**src/rtl/mc68040_bus_initiator.sv**
```systemverilog
// MC68040-protocol bus master: one client request becomes one 040 bus cycle, with retry, timeout and error status.
// Optional `INIT_LINE_BURST_EN enables 4-beat line transfers for SIZ=11.
module mc68040_bus_initiator #(
    parameter int TIMEOUT_CLKS = 128,
    parameter int RETRY_MAX    = 3
) (
    input  logic        clk40,
    input  logic        reset_n,
    input  logic        req,
    input  logic        req_rw,
    input  logic [31:0] req_addr,
    input  logic [1:0]  req_siz,
    input  logic [31:0] req_wdata,
    output logic        ack,
    output logic        err,
    output logic [31:0] rdata,
    output logic        br_n,
    input  logic        bg_n,
    input  logic        bb_n_in,
    output logic        bb_oe,
    output logic        ts_n,
    output logic        tip_n,
    output logic        bus_oe,
    output logic [31:0] a_out,
    output logic        rw_out,
    output logic [1:0]  siz_out,
    output logic [31:0] d_out,
    input  logic [31:0] d_in,
    input  logic        tack_n,
    input  logic        tea_n,
    input  logic        tbi_n
);

    // state | meaning
    // IDLE  | waiting for a client request
    // ARB   | bus requested, waiting for grant with bus not busy
    // START | TSn asserted for exactly one clock
    // WAIT  | transfer in progress, waiting for termination or timeout
    // RETRY | one idle clock holding the bus before restarting
    // DONE  | ACK pulse, bus released
    typedef enum logic [2:0] {
        S_IDLE, S_ARB, S_START, S_WAIT, S_RETRY, S_DONE
    } state_t;

    localparam int TW = $clog2(TIMEOUT_CLKS);
    localparam int RW = $clog2(RETRY_MAX + 2);
    localparam logic [TW-1:0] TMO_LAST  = TW'(TIMEOUT_CLKS - 1);
    localparam logic [RW-1:0] RETRY_LIM = RW'(RETRY_MAX);

    state_t        state, state_nx;
    logic [31:0]   addr_q, wdata_q, rdata_q;
    logic          rw_q, err_q;
    logic [1:0]    siz_q, beat;
    logic [TW-1:0] tmo_cnt;
    logic [RW-1:0] retry_cnt;
    logic          more_beats, capture, to_err, beat_adv;
    logic [1:0]    siz_lat;

`ifdef INIT_LINE_BURST_EN
    // A TBIn on the first beat turns a line into a single transfer.
    assign more_beats = (siz_q == 2'b11) && (beat != 2'd3) && !((beat == 2'd0) && !tbi_n);
    assign siz_lat    = req_siz;
`else
    logic unused_tbi;
    assign unused_tbi = tbi_n;
    assign more_beats = 1'b0;
    assign siz_lat    = (req_siz == 2'b11) ? 2'b00 : req_siz;
`endif

    always_comb begin
        state_nx = state;
        capture  = 1'b0;
        to_err   = 1'b0;
        beat_adv = 1'b0;
        case (state)
            S_IDLE:  if (req) state_nx = S_ARB;
            S_ARB:   if (!bg_n && bb_n_in) state_nx = S_START;
            S_START: state_nx = S_WAIT;
            S_WAIT: begin
                if (!tack_n && !tea_n) begin
                    state_nx = S_RETRY;
                end else if (!tea_n) begin
                    state_nx = S_DONE;
                    to_err   = 1'b1;
                end else if (!tack_n) begin
                    capture = rw_q;
                    if (more_beats) beat_adv = 1'b1;
                    else            state_nx = S_DONE;
                end else if (tmo_cnt == TMO_LAST) begin
                    state_nx = S_DONE;
                    to_err   = 1'b1;
                end
            end
            S_RETRY: begin
                if (retry_cnt > RETRY_LIM) begin
                    state_nx = S_DONE;
                    to_err   = 1'b1;
                end else begin
                    state_nx = S_START;
                end
            end
            S_DONE:  state_nx = S_IDLE;
            default: state_nx = S_IDLE;
        endcase
    end

    always_ff @(posedge clk40 or negedge reset_n) begin
        if (!reset_n) begin
            state     <= S_IDLE;
            addr_q    <= '0;
            wdata_q   <= '0;
            rdata_q   <= '0;
            rw_q      <= 1'b0;
            err_q     <= 1'b0;
            siz_q     <= '0;
            beat      <= '0;
            tmo_cnt   <= '0;
            retry_cnt <= '0;
        end else begin
            state <= state_nx;
            if (state == S_IDLE && req) begin
                addr_q    <= req_addr;
                wdata_q   <= req_wdata;
                rw_q      <= req_rw;
                siz_q     <= siz_lat;
                err_q     <= 1'b0;
                retry_cnt <= '0;
                beat      <= '0;
            end
            if (state == S_START) begin
                tmo_cnt <= '0;
            end else if (state == S_WAIT) begin
                if (beat_adv) begin
                    tmo_cnt <= '0;
                    beat    <= beat + 2'd1;
                end else if (tmo_cnt != TMO_LAST) begin
                    tmo_cnt <= tmo_cnt + 1'b1;
                end
            end
            // A restarted line begins again from its first beat.
            if (state == S_RETRY) beat <= '0;
            if (state == S_WAIT && state_nx == S_RETRY) retry_cnt <= retry_cnt + 1'b1;
            if (capture) rdata_q <= d_in;
            if (to_err)  err_q   <= 1'b1;
        end
    end

    assign ack     = (state == S_DONE);
    assign err     = (state == S_DONE) && err_q;
    assign rdata   = rdata_q;
    assign br_n    = (state != S_ARB);
    assign ts_n    = (state != S_START);
    assign tip_n   = !((state == S_START) || (state == S_WAIT));
    assign bb_oe   = (state == S_START) || (state == S_WAIT) || (state == S_RETRY);
    assign bus_oe  = bb_oe;
    assign a_out   = {addr_q[31:4], addr_q[3:2] + beat, addr_q[1:0]};
    assign rw_out  = rw_q;
    assign siz_out = siz_q;
    assign d_out   = wdata_q;

endmodule

```
**config.mk**
```make
export PLATFORM = sky130hd
export DESIGN_NAME = mc68040_bus_initiator
export DESIGN_NICKNAME = d
export VERILOG_FILES = /design/src/rtl/mc68040_bus_initiator.sv
export SDC_FILE = /design/constraint.sdc
export NUM_CORES = 1
export LEC_CHECK = 0
export ABC_CLOCK_PERIOD_IN_PS = 2100
export BUFFER_PORTS_ARGS = -buffer_cell sky130_fd_sc_hd__buf_2
export CAP_MARGIN = 20
export CORE_MARGIN = 2
export CORE_UTILIZATION = 40
export CTS_CLUSTER_SIZE = 25
export DETAILED_ROUTE_END_ITERATION = 10
export PLACE_DENSITY_LB_ADDON = 0.1
export SLEW_MARGIN = 20
export SYNTH_ARGS = -nofsm -noshare
export SYNTH_HDL_FRONTEND = slang
export SYNTH_SLANG_ARGS = --single-unit
```
**constraint.sdc**
```tcl
create_clock -name clk40 -period 2.1 [get_ports clk40]
set_input_delay 0.315 -clock clk40 [delete_from_list [all_inputs] [get_ports clk40]]
set_output_delay 0.315 -clock clk40 [all_outputs]
set_load 0.05 [all_outputs]
```
-- Word level (Yosys, flattened, before mapping)
Cells that the tools add are included.
- $add $sub $neg: 3
- $lt $le $gt $ge: 1
- equal/unequal tests: 11
- mux-type cells: 28
- reductions and logical operators: 18
- operator list (kind ; count):
    $mux W3 ; 9
    $mux W7 ; 3
    $pmux W3 S5 ; 1
    $mux W1 ; 11
    $reduce_bool A2 Y1 ; 5
    $eq A3 B3 Y1 const B ; 3
    $add A7 B1 Y7 const B ; 1
    $eq A7 B7 Y1 const B ; 1
    $ne A7 B7 Y1 const B ; 1
    $eq A3 B2 Y1 const B ; 2
    $mux W2 ; 3
    $logic_and A1 B1 Y1 ; 5
    $logic_not A1 Y1 ; 4
    $add A3 B1 Y3 const B ; 1
    $eq A3 B1 Y1 const B ; 1
    $gt A3 B2 Y1 const B ; 1
    $logic_not A3 Y1 ; 1
    $ne A3 B1 Y1 const B ; 1
    $ne A3 B2 Y1 const B ; 1
    $add A2 B2 Y2 ; 1
    $eq A2 B2 Y1 const B ; 1
    $logic_or A1 B1 Y1 ; 2
    $pmux W1 S2 ; 1
    $reduce_and A2 Y1 ; 1
- flip-flop bits (word level): 115
- output and inout port bits: 106
- word-level logic and storage cells: 71

-- Logic depth before layout (Yosys ltp)
Gate-level depths: netlist of the first run.
- word-level depth: 9
- gate-level depth with buffers: 6
- depth with buffers taken out: 4

-- Worst setup path after synthesis of the first run
No wires, ideal clock.
- path kind: register -> output
- from: reg state[0]
- to: out bus_oe
- arrival: 1.662 ns
- required time: 1.785 ns
- slack: 0.123 ns
- cell stages (with the launch flop): 5
- cells stage by stage: dfrtp_1 > buf_2 > or3b_2 > nand2_1 > buf_4
- longest elaborated chain between the ends: 3
- elaborated cells between the ends (all ways): 5
- RTL lines (item ; RTL line ; text):
    start, declared ; 50 ; state_t state, state_nx;
    start signal, assigned ; 120 ; state <= state_nx;
    $eq A3 B2 Y1 ; 154 ; assign bb_oe = (state == S_START) || (state == S_WAIT) || (state == S_RETRY);
    $logic_or A1 B1 Y1 ; 154 ;
    $logic_or A1 B1 Y1 * ; 154 ;
    end, declared ; 23 ; output logic bus_oe,
Every way passes the cells marked *; elsewhere a longest branch is shown, timed or not.

-- Final worst setup path of the first run
- from: reg state[1]
- to: out bus_oe
Same word-level chain as after synthesis.

==> results.cfg, run 1 <==
[synthesis]
synth_top_area_cell = dfrtp_1
ys_warn_count = 0
netlist_instances = 453
synth_commonest_cells = nand2_1 (216), dfrtp_1 (113), mux2_2 (31)
netlist_top_cells_area = dfrtp_1 (61%), nand2_1 (18%), mux2_2 (7.5%), buf_4 (1.3%), buf_2 (0.87%)
syn-num-nets = 563
async_reset_ff_frac = 1.00
ys_seq_area_frac = 0.611
synth_top_area_share = 0.611
synth_cell_types = 41
synth_edf_count = 0
syn_avg_cell_area_sq_um = 10.2
synth.most_common_cell = nand2_1
ys_seq_elements = 113
mappedNetlistArea_sq_mm = 0.00463
synthFlopType = dfrtp_1

[routing]
avgRoutedWirePerCell_microns = 13.0
ant_nets = 0
drc_errors = 0
vias = 3816
drt_pass1_iterations = 6
routed_wl_mm = 10.7
drt_iter0_drc = 206
viasPerCell = 4.64

[cells_and_area]
diodes = 0
drive_gt1_frac = 0.430
final_core_util = 0.566
syn2layout_area_growth_pct = 39.1
final_cells = 822
final_nets = 777
fill_cells = 1041
stdcell_area_sq_mm = 0.00644
multiInputGateArea_sq_mm = 0.00163
register_area_sq_mm = 0.00283

[cts]
cts_tree = built
cts_max_path_buffers = 2
clkTransAtPathRegs_ns = 0.05
clk_latency_ns = 0.40
cts_num_sinks = 113
cts-htree-levels = 4
root_buffer = clkbuf_16
ctsHoldBuffers = 0
cts_buffers = 17

[pwr]
p_total_w = 0.0124
power.density_mw_per_mm2 = 1930
vdd_ir_drop_max_uv = 1270
p_leak_nw = 3.60

[critical_path]
end_kind = primary output
path_max_fanout = 10
cp.required_ns = 1.78
startpoint_type = register
worstPathArrival_ns = 1.71
crit_type = reg -> out

[global_routing]
grt_pass1_wl_mm = 18.2
grt_antenna_before_repair = 0
grt_max_degree = 114
grt_use_total = 0.180
first_global_vias = 3880
gr-total-overflow = 0

[die]
dieArea_sq_mm = 0.0124
dieHeight_microns = 112
rows = 39
pin_count = 213
fp.dieW_microns = 112
initial_utilization = 0.407
core_area_sq_mm = 0.0114

[placed_design]
place_inst = 789
gp_congestion = 0.805
numPortBuffers = 211
placedInstanceArea_sq_mm = 0.00582
dp_hpwl_mm = 7.29

[sta]
rsz0062_at_grt = no
fin_tns_setup_ns = 0
max_freq_ghz = 0.493
hold_viol_final = 12
setup_viol = 0
fin_crit_sh = 0.965
holdWs_ns = -0.0479
slew_headroom = 0.588
drv_slew = 0
worst_pin_slew_ns = 0.618
period_minus_slack_ns = 2.03
clock_skew_ns = 0.00865

[status]
violations = hold timing
status = complete, but fails checks

[flow_run]
drv_cap = 0

[min_path]
hold_path_class = in -> async
worst paths after layout:
path | start | cells after the start | endpoint | slack [ns]
max | state[1] | 3 | bus_oe | 0.07
min | reset_n | 2 | rdata[30] | -0.05
max reg2reg | state[2] | 4 | rdata[17] | 0.43
min reg2reg | siz_out[1] | 2 | siz_out[1] | 0.46
max in group asynchronous | reset_n | 2 | state[0] | 1.63
min in group clk40 | req_addr[17] | 3 | addr_q[17] | 0.10
final cells by class:
cell class,count,area share
flip-flops and latches,113,0.440
multi-input cells,309,0.253
repair buffers,220,0.183
clock buffers,17,0.0661
well taps,143,0.0278
clock inverters,14,0.0260
inverters,6,0.00389
routing by layer:
layer  part of all wire  wire length, microns  vias up  global-route usage
li1                   -                     -     1887                   -
met1               0.43                  4620     1778               0.224
met2               0.47                  5050      147               0.287
met3              0.093                   995        4              0.0778
met4             0.0055                    59        0              0.0568
met5                  0                     0        -                   0
cells in the final DEF (no fill, tap or decap), types with 3 or more instances in the layout:
master / Yosys / routed
dfrtp_2: 0 / 3
mux2i_1: 3 / 3
nor2b_1: 3 / 3
clkinvlp_4: 0 / 6
bufinv_16: 0 / 3
dfrtp_1: 113 / 110
o211ai_1: 3 / 3
mux2_2: 31 / 31
a21oi_1: 6 / 6
ha_1: 3 / 3
nor2_1: 4 / 3
buf_4: 8 / 6
nor3_1: 3 / 3
inv_1: 5 / 5
clkinv_2: 0 / 3
buf_2: 8 / 208
nand2_1: 216 / 216
nand4_1: 3 / 3
nand3_1: 3 / 3
o21ai_0: 4 / 4
clkbuf_16: 0 / 17
buf_12: 0 / 4
flip-flops by register name, summed over array words and instances, names as in the netlist:
signal	count
addr_q	32
d_out	32
rdata	32
tmo_cnt	7
retry_cnt	3
state	3
siz_out	2
err_q	1
rw_out	1
worst max-delay path: stages, from the launching register on:
cell and delay, ns:
dfrtp_2 0.48, or3b_2 0.50, nand2_1 0.11, clkbuf_4 0.23
power by group:
group	switching, W	total (W)	leakage (nW)	internal, W
Clock	0.000995	0.00285	0.273	0.00185
Combinational	0.00450	0.00591	1.89	0.00141
Sequential	0.000528	0.00364	1.44	0.00312
per-stage QoR:
| stage | hold slack [ns] | setup slack, ns |
|---|---|---|
| after floorplan | 0.0194 | 0.123 |
| after global placement | 0.445 | 0.391 |
| after detailed placement | 0.453 | 0.379 |
| after CTS | 0.0221 | -0.0593 |
| after global routing | 0.0230 | 0.0150 |
| final | -0.0479 | 0.0726 |
cells by family after synthesis:
family	share of synthesized area
buf+inv	0.0392
flops	0.611
simple gates	0.224
mux	0.0843
compound gates	0.0335
fa+ha+maj	0.00811
repair_timing:
item	in CTS	in global routing
buffers inserted	0	2
endpoints found under the setup margin	2	3
gates resized for setup	0	6
Power figures use the tool's default switching activity.
==> inputs of run 2 (changes only) <==
--- a/config.mk
+++ b/config.mk
@@ -5,7 +5,6 @@
 export SDC_FILE = /design/constraint.sdc
 export NUM_CORES = 1
 export LEC_CHECK = 0
-export ABC_CLOCK_PERIOD_IN_PS = 2100
 export BUFFER_PORTS_ARGS = -buffer_cell sky130_fd_sc_hd__buf_2
 export CAP_MARGIN = 20
 export CORE_MARGIN = 2
==> constraint.sdc (replaced) <==
create_clock -name clk40 -period 2.1 [get_ports clk40]
set_input_delay 0.315 -clock clk40 [delete_from_list [all_inputs] [get_ports clk40]]
set_output_delay 0.315 -clock clk40 [all_outputs]
set_load 0.02 [all_outputs]
==> run 2 against run 1 <==
The flow now finishes without violations. Final cell count down 0.24%. Via count down 0.66%. Clock-buffer cell count up 9. Global-route usage up 0.51 points. Combinational power down 36%. Register-to-register slack worse by 0.05 ns. Worst hold slack better by 0.14 ns. First-iteration DRC count down 26%. Setup slack better by 0.028 ns. Highest routed layer unchanged.
==> results.cfg, run 2 (synthesis gave the netlist of run 1 again) <==
[routing]
drt_pass1_iterations = 5
drt_iter0_drc = 153
avgRoutedWirePerCell_microns = 13.3
routed_wl_mm = 10.9
vias = 3791
viasPerCell = 4.62
drc_errors = 0
ant_nets = 0

[cts]
root_buffer = clkbuf_16
cts_buffers = 17
clk_latency_ns = 0.40
cts-htree-levels = 4
clkTransAtPathRegs_ns = 0.05
cts_max_path_buffers = 2
cts_num_sinks = 113
cts_tree = built

[cells_and_area]
stdcell_area_sq_mm = 0.00639
register_area_sq_mm = 0.00283
final_core_util = 0.562
layout_common_cells = nand2_1 (216), buf_2 (210), dfrtp_1 (111)
drive_gt1_frac = 0.419
final_nets = 775
multiInputGateArea_sq_mm = 0.00163
final_common_cell = nand2_1
fill_cells = 1047
syn2layout_area_growth_pct = 38.1
diodes = 0

[placed_design]
dp_hpwl_mm = 7.48
placedInstanceArea_sq_mm = 0.00583
gp_congestion = 0.804
numPortBuffers = 211
dp_slack_ns = 0.326

[pwr]
switching_power_w = 0.00389
p_total_w = 0.0101
p_int_w = 0.00622
power.density_mw_per_mm2 = 1580
p_leak_nw = 3.59
seqPwrFrac = 0.362
pwr-share-clk = 0.263
pwr-share-comb = 0.375
vdd_ir_drop_max_uv = 814
p_sw_frac = 0.385

[critical_path]
crit_type = reg -> out
regToRegStartpoint = state[2]
path_cells = and2b_2, inv_4, nor2_2, inv_1, buf_2
cp.required_ns = 1.78
crit_family = simple AND/OR/NAND/NOR gates
crit_buf_inv = 3
cp_slowest_cell = dfrtp_1
path_max_fanout = 10
cp-startpoint = state[2]
critPathMaxStageDelay_ns = 0.47
worstPathArrival_ns = 1.68
startpoint_type = register
end_kind = primary output

[sta]
fin_tns_setup_ns = 0
period_minus_slack_ns = 2.00
rsz0062_at_grt = no
max_freq_ghz = 0.500
worst_pin_slew_ns = 0.353
fin_crit_sh = 0.952
clock_skew_ns = 0.00492
hold_viol_final = 0
setup_viol = 0
drv_slew = 0
setup_slack_ns = 0.101
slew_headroom = 0.763

[die]
rows = 39
dieArea_sq_mm = 0.0124
initial_utilization = 0.407
dieHeight_microns = 112
pin_count = 213
core_area_sq_mm = 0.0114
fp.dieW_microns = 112

[global_routing]
gr-total-overflow = 0
first_global_vias = 3785
grt_antenna_before_repair = 0
grt_pass1_wl_mm = 18.4
grt_max_degree = 71
grt_use_total = 0.185

[status]
status = finished clean

[flow_run]
drv_cap = 0

[min_path]
min_from = req_addr[9]
hold_path_class = in -> reg
## run 2: changes by cell type in the layout (fill, tap and decap cells not counted), sizes merged
| cell | before | now |
|---|---|---|
| clkinv | 5 | 3 |
| buf | 218 | 217 |
| clkinvlp | 6 | 1 |
| dlygate4sd3 | 0 | 1 |
| bufinv | 3 | 1 |
| clkbuf | 19 | 26 |
## run 2: repair_timing
action	4_1_cts	5_1_grt
buffers inserted	0	0
hold endpoints to repair	113	0
setup endpoints to repair	1	3
gates resized for setup	3	1
hold buffers	1	0
## run 2: worst paths after layout
check	to	cells past startpoint	slack, ns
min in group asynchronous	rdata[29]	2	0.28
setup reg to reg	rdata[23]	4	0.38
hold / removal	addr_q[9]	3	0.09
setup / recovery	ts_n	5	0.10
hold reg to reg	siz_out[1]	2	0.46
max in group asynchronous	state[1]	3	1.31
## run 2: metal layers
layer  GRT usage  share of wire  vias up
li1            -              -     1883
met4      0.0790          0.015        0
met2       0.288           0.46      156
met5           0              0        -
met3      0.0833           0.10       16
met1       0.225           0.42     1736
## run 2: through the flow
step           instances  hold WS [ns]
6_report             820        0.0929
3_5_place_dp         788         0.140
5_1_grt              820        0.0820
2_1_floorplan        453        0.0194
4_1_cts              820        0.0752
3_3_place_gp         788         0.140
## run 2: tightest hold or removal path, delay by kind of cell
family | cells | cell delay [ns]
simple gates | 2 | 0.08
buf+inv | 1 | 0.07
## run 2: layout make-up
cell class                      count  share of cell area
Clock inverter                      5             0.00822
Tap cell                          143              0.0280
Clock buffer                       26              0.0781
Inverter                            6             0.00391
Sequential cell                   113               0.443
Timing Repair Buffer              218               0.184
Multi-Input combinational cell    309               0.255
## run 2: power by group through the flow
stage,Combinational [W],Sequential (W),Clock (W)
after floorplan,0.00146,0.00467,0
after global placement,0.00379,0.00364,0
after detailed placement,0.00386,0.00366,0
after CTS,0.00386,0.00367,0.00273
after global routing,0.00417,0.00379,0.00284
final,0.00379,0.00366,0.00266
